### config.mk
export PLATFORM = sky130hd
export DESIGN_NAME = tree_encoder_pipe
export DESIGN_NICKNAME = d
export VERILOG_FILES = /design/src/rtl/tree_encoder_pipe.sv
export SDC_FILE = /design/constraint.sdc
export NUM_CORES = 1
export LEC_CHECK = 0
export ABC_AREA = 1
export CORE_ASPECT_RATIO = 0.9
export CORE_MARGIN = 2
export CORE_UTILIZATION = 58
export DETAILED_ROUTE_END_ITERATION = 12
export PLACE_DENSITY_LB_ADDON = 0.08
export SYNTH_ARGS = -nofsm -noshare
export SYNTH_HDL_FRONTEND = slang
export SYNTH_SLANG_ARGS = --single-unit
### constraint.sdc
create_clock -name clock -period 2.6 [get_ports clock]
set_clock_uncertainty 0.05 [all_clocks]
set_input_delay 0.65 -clock clock [delete_from_list [all_inputs] [get_ports clock]]
set_output_delay 0.65 -clock clock [all_outputs]
set_load 0.02 [all_outputs]
### src/rtl/tree_encoder_pipe.sv
// Pipelined decision-tree leaf encoder, one IEEE-754 compare per level.
// Define TREE_ENC_LEAF_COUNT_EN to add saturating per-leaf hit counters.
module tree_encoder_pipe #(
  parameter int DTYPE_SIZE = 32,
  parameter int EXP_SIZE   = 8,
  parameter int DEPTH      = 3
) (
  input  logic                        clock,
  input  logic                        reset_n,
  input  logic                        in_valid,
  output logic                        in_ready,
  input  logic [DTYPE_SIZE*DEPTH-1:0] x,
  output logic                        out_valid,
  input  logic                        out_ready,
  output logic [DEPTH-1:0]            x_enc,
  input  logic                        cfg_we,
  input  logic [DEPTH-1:0]            cfg_addr,
  input  logic [DTYPE_SIZE-1:0]       cfg_data,
  output logic                        cfg_err,
`ifdef TREE_ENC_LEAF_COUNT_EN
  input  logic                        cnt_clr,
  input  logic [DEPTH-1:0]            cnt_sel,
  output logic [15:0]                 cnt_value,
`endif
  output logic                        busy
);

  localparam int DW = DTYPE_SIZE;
  localparam int MW = DW - 1 - EXP_SIZE;
  localparam int XW = DW * DEPTH;
  localparam int TOTAL_SPLITS = (1 << DEPTH) - 1;

  // NaN never compares greater; +0 and -0 are equal.
  function automatic logic fp_gt(input logic [DW-1:0] a,
                                 input logic [DW-1:0] b);
    logic [DW-2:0] ma, mb;
    logic          a_nan, b_nan;
    ma    = a[DW-2:0];
    mb    = b[DW-2:0];
    a_nan = (&a[DW-2 -: EXP_SIZE]) && (|a[MW-1:0]);
    b_nan = (&b[DW-2 -: EXP_SIZE]) && (|b[MW-1:0]);
    if (a_nan || b_nan || (ma == '0 && mb == '0)) return 1'b0;
    if (a[DW-1] != b[DW-1]) return b[DW-1];
    if (a[DW-1]) return ma < mb;
    return ma > mb;
  endfunction

  logic [DW-1:0]    thr_q [TOTAL_SPLITS];
  logic [DW-1:0]    thr_d [TOTAL_SPLITS];
  logic             cfg_err_q, cfg_err_d;
  logic             wr_ok;
  logic [DEPTH-1:0] vld, adv;
  logic [DEPTH-1:0] code_w [DEPTH];
  logic [XW-1:0]    x_w [DEPTH];

  assign busy      = |vld;
  assign in_ready  = adv[0];
  assign out_valid = vld[DEPTH-1];
  assign x_enc     = code_w[DEPTH-1];
  assign cfg_err   = cfg_err_q;

  assign wr_ok = cfg_we && !busy && !in_valid &&
                 (int'(cfg_addr) < TOTAL_SPLITS);

  always_comb begin
    thr_d     = thr_q;
    cfg_err_d = cfg_we && !wr_ok;
    for (int n = 0; n < TOTAL_SPLITS; n++)
      if (wr_ok && cfg_addr == DEPTH'(n)) thr_d[n] = cfg_data;
  end

  always_ff @(posedge clock or negedge reset_n) begin
    if (!reset_n) begin
      cfg_err_q <= 1'b0;
      for (int n = 0; n < TOTAL_SPLITS; n++) thr_q[n] <= '0;
    end else begin
      cfg_err_q <= cfg_err_d;
      thr_q     <= thr_d;
    end
  end

  for (genvar i = 0; i < DEPTH; i++) begin : g_stg
    logic             v_in, v_d, v_q, gt;
    logic [DEPTH-1:0] c_in, c_d, c_q;
    logic [DW-1:0]    feat, thr;

    if (i == 0) begin : g_head
      assign v_in = in_valid;
      assign c_in = '0;
      assign feat = x[XW-1 -: DW];
    end else begin : g_body
      assign v_in = vld[i-1];
      assign c_in = code_w[i-1];
      assign feat = x_w[i-1][DW*(DEPTH-i)-1 -: DW];
    end

    // A stage can load if it or anything downstream has a free slot.
    assign adv[i]    = out_ready || !(&vld[DEPTH-1:i]);
    assign vld[i]    = v_q;
    assign code_w[i] = c_q;

    always_comb begin
      thr = '0;
      for (int n = 0; n < TOTAL_SPLITS; n++)
        if (n == (1 << i) - 1 + int'(c_in)) thr = thr_q[n];
    end

    assign gt = fp_gt(feat, thr);

    always_comb begin
      v_d = v_q;
      c_d = c_q;
      if (adv[i]) begin
        v_d = v_in;
        c_d = (c_in << 1) | DEPTH'(gt);
      end
    end

    always_ff @(posedge clock or negedge reset_n) begin
      if (!reset_n) begin
        v_q <= 1'b0;
        c_q <= '0;
      end else begin
        v_q <= v_d;
        c_q <= c_d;
      end
    end

    if (i < DEPTH - 1) begin : g_fwd
      logic [XW-1:0] x_src, x_d, x_q;
      if (i == 0) begin : g_src0
        assign x_src = x;
      end else begin : g_srcn
        assign x_src = x_w[i-1];
      end
      always_comb begin
        x_d = x_q;
        if (adv[i]) x_d = x_src;
      end
      always_ff @(posedge clock or negedge reset_n) begin
        if (!reset_n) x_q <= '0;
        else          x_q <= x_d;
      end
      assign x_w[i] = x_q;
    end else begin : g_last
      assign x_w[i] = '0;
    end
  end

`ifdef TREE_ENC_LEAF_COUNT_EN
  localparam int LEAVES = 1 << DEPTH;

  logic [15:0] cnt_q [LEAVES];
  logic [15:0] cnt_d [LEAVES];

  always_comb begin
    for (int l = 0; l < LEAVES; l++) begin
      cnt_d[l] = cnt_q[l];
      if (cnt_clr)
        cnt_d[l] = '0;
      else if (out_valid && out_ready && x_enc == DEPTH'(l) &&
               cnt_q[l] != 16'hFFFF)
        cnt_d[l] = cnt_q[l] + 16'd1;
    end
  end

  always_ff @(posedge clock or negedge reset_n) begin
    if (!reset_n)
      for (int l = 0; l < LEAVES; l++) cnt_q[l] <= '0;
    else
      cnt_q <= cnt_d;
  end

  assign cnt_value = cnt_q[cnt_sel];
`endif

endmodule
==> results.cfg <==
[sta]
rsz0062_at_grt = yes
setup_ws_ns = -0.0384
post-route-min-period_ns = 2.64
whs_ns = 0.00178
finalSetupViolations = 1
fin_crit_sh_pct = 101
slew_headroom_pct = 60.3
max_freq_mhz = 379
worst_pin_slew_ns = 0.596
hold_violations = 0
drv_slew = 0

[synthesis]
syn-cell-area_sq_um = 16500
ys_types = 30
synth_largest_area_cell = dfrtp_1
synthesis.nets = 2290
ys_ff_latch = 330
ys_warn_count = 0
synthTopCellsByArea = dfrtp_1 50%, nand2_1 14%, o21ai_0 11%
syn_inst = 2061
ys_seq_area_share_pct = 49.9
ys.flop_type = dfrtp_1
synth-edff-count = 0
netlist.area_leader.share_pct = 49.9
async_flop_share_pct = 100
avgSynthCellArea_sq_um = 8.02

[detailed_routing]
dr.pass1.iters = 6
wl_per_cell_um = 16.8
drc = 0
drt_wl_total_mm = 44.2
final_antenna_net_count = 0
drt_iter0_drc = 1328
via_per_inst = 5.51
dr_total_vias = 14500

[die]
core_sq_um = 28000
die_area_sq_um = 29900
row_count = 58
ioPinCount = 143
die_height_um = 164
die_width_um = 182
initial_core_util_pct = 59.0

[cells_and_area]
drive_gt1_share_pct = 10.7
multi_input_area_sq_um = 7400
fill_cells = 2168
insertedDiodeCount = 0
final-seq-area_sq_um = 8260
area_growth_pct = 24.0
final_core_util_pct = 73.2
final_cells = 2626
nets = 2469
final_area_sq_um = 20500

[outcome]
outcome = finished with violations
violations = setup timing

[setup_path]
slowest_stage = dfrtp_2
path_max_fanout = 6
path_delay_family = simple AND/OR/NAND/NOR gates
cp_common_cell = nand2_1
worst_setup_path_start_kind = flop
crit_chain = nor2_4 > buf_6 > buf_12 > nand2_1 > nand4_1 > inv_2 > ha_4 > nand2_2 > nor2_4 > nand4_1 > nor2_2 > nand3_1 > nand2_1 > nand2_1 > nand2_1 > o21bai_1
required_ns = 2.95
critical_path_class = flop to flop
cp-end-kind = flop
crit_arrival_ns = 2.99
cpPeakStageDelay_ns = 0.50
crit_buf_inv = 3

[power_and_ir_drop]
p_leak_nw = 9.80
p_per_area_nw_per_um2 = 665
irDropWorstVdd_mv = 0.464

[place]
pre_cts_ws_ns = -0.510
port_buffers = 142
dp_hpwl_mm = 30.5
dp_cells = 2550
place_area_sq_um = 18900
gp_routability_congestion = 0.867

[hold_path]
min_path_type = primary input to async pin

[run]
drv_cap = 0

[cts]
cts_root_buf = clkbuf_16
h-tree-depth = 2
cts.sinks = 330
clk_pin_slew_ns = 0.06
cts_tree = done
clock_path_buffers = 3
clock_latency_ns = 0.52
numCtsBuffers = 35

[global_routing]
antenna_found_initial = 0
grt_pass1_wl_mm = 71.1
grt_pass1_vias = 13800
grtUsageTotal_pct = 29.9
grt-ovfl-total = 0
grt_max_degree = 125
## synthesized netlist by cell type (all sizes together) (2+ instances only)
| master | count |
|---|---|
| nand2 | 605 |
| o21ai | 368 |
| dfrtp | 330 |
| inv | 220 |
| nor2 | 121 |
| ha | 93 |
| nand3 | 86 |
| clkbuf | 75 |
| nand4 | 51 |
| a21oi | 41 |
| or2 | 23 |
| buf | 13 |
| nor4 | 10 |
| nor3 | 9 |
| a21o | 2 |
| and2 | 2 |
| clkinv | 2 |
| o21a | 2 |
| o21bai | 2 |
## logic make-up after synthesis
logic type / share of synthesized area [%]
simple gates: 22.9
mux: 0.0605
buf+inv: 7.10
flops: 49.9
fa+ha+maj: 7.04
compound gates: 12.9
## through the flow
step           power, W  setup TNS, ns
6_report         0.0136        -0.0384
3_3_place_gp    0.00818          -3.47
4_1_cts          0.0134              0
3_5_place_dp    0.00828          -6.43
5_1_grt          0.0143         -0.133
2_1_floorplan   0.00707              0
## cell type report
cell class	instances	area share [%]
multi-input cells	1421	36.1
repair buffers	230	11.5
clock buffers	53	5.15
inverters	222	4.11
clock inverters	10	0.623
well taps	360	2.20
flip-flops and latches	330	40.3
## path summary, 6_finish.rpt
check / from / end / slack (ns) / depth (start not counted)
setup / recovery: g_stg[1].c_q[0] / x_enc[0] / -0.04 / 16
hold / removal: reset_n / g_stg[0].g_fwd.x_q[42] / 0.002 / 1
setup reg to reg: g_stg[1].c_q[0] / x_enc[0] / -0.04 / 16
hold reg to reg: thr_q[173] / thr_q[173] / 0.43 / 2
max in group asynchronous: reset_n / g_stg[0].g_fwd.x_q[30] / 1.72 / 2
min in group clock: thr_q[173] / thr_q[173] / 0.43 / 2
## repair_timing
item,in CTS,in global routing
resized for setup,28,80
endpoints found under the setup margin,2,3
hold buffers,0,0
setup buffers,8,6
pin swaps,9,20
## power by group
group / leakage, nW / switching (W) / internal, W
combinational: 4.84 / 0.00171 / 0.00123
clock: 0.574 / 0.00208 / 0.00302
sequential: 4.38 / 0.000213 / 0.00539
total: 9.80 / 0.00400 / 0.00964
## state kept, by name (all words and copies together), names as in the netlist
name and cells:
g_stg.thr 32, x_enc 3, g_stg.v_q 2, g_stg.c_q 3, g_stg.g_fwd.x_q 96, cfg_err 1, thr_q 192, out_valid 1
## placed cells by master (no fill, tap or decap), types with 25 or more instances in the layout
cell and count:
nand2_1 591, o21ai_0 334, dfrtp_1 328, inv_1 211, clkdlybuf4s50_1 140, nor2_1 108
nand3_1 83, ha_1 83, buf_4 59, nand4_1 46, a21oi_1 36, clkbuf_16 36
o21ai_1 25
## layer usage
layer,GRT usage (%),vias to the layer above,routed length (um)
met5,0,-,0
met4,8.43,0,928
met3,3.64,66,2510
met2,46.3,461,19800
met1,44.7,6889,21000
li1,-,7056,-
## worst reg2reg max path, cell delays in order (launching register included)
cell	delay (ns)
dfrtp_2	0.50
nor2_4	0.17
buf_6	0.14
buf_12	0.10
nand2_1	0.05
nand4_1	0.23
inv_2	0.10
ha_4	0.28
nand2_2	0.06
nor2_4	0.11
nand4_1	0.16
nor2_2	0.22
nand3_1	0.11
nand2_1	0.08
nand2_1	0.05
nand2_1	0.06
o21bai_1	0.06
Note: power is estimated with default switching activity, not from simulation.
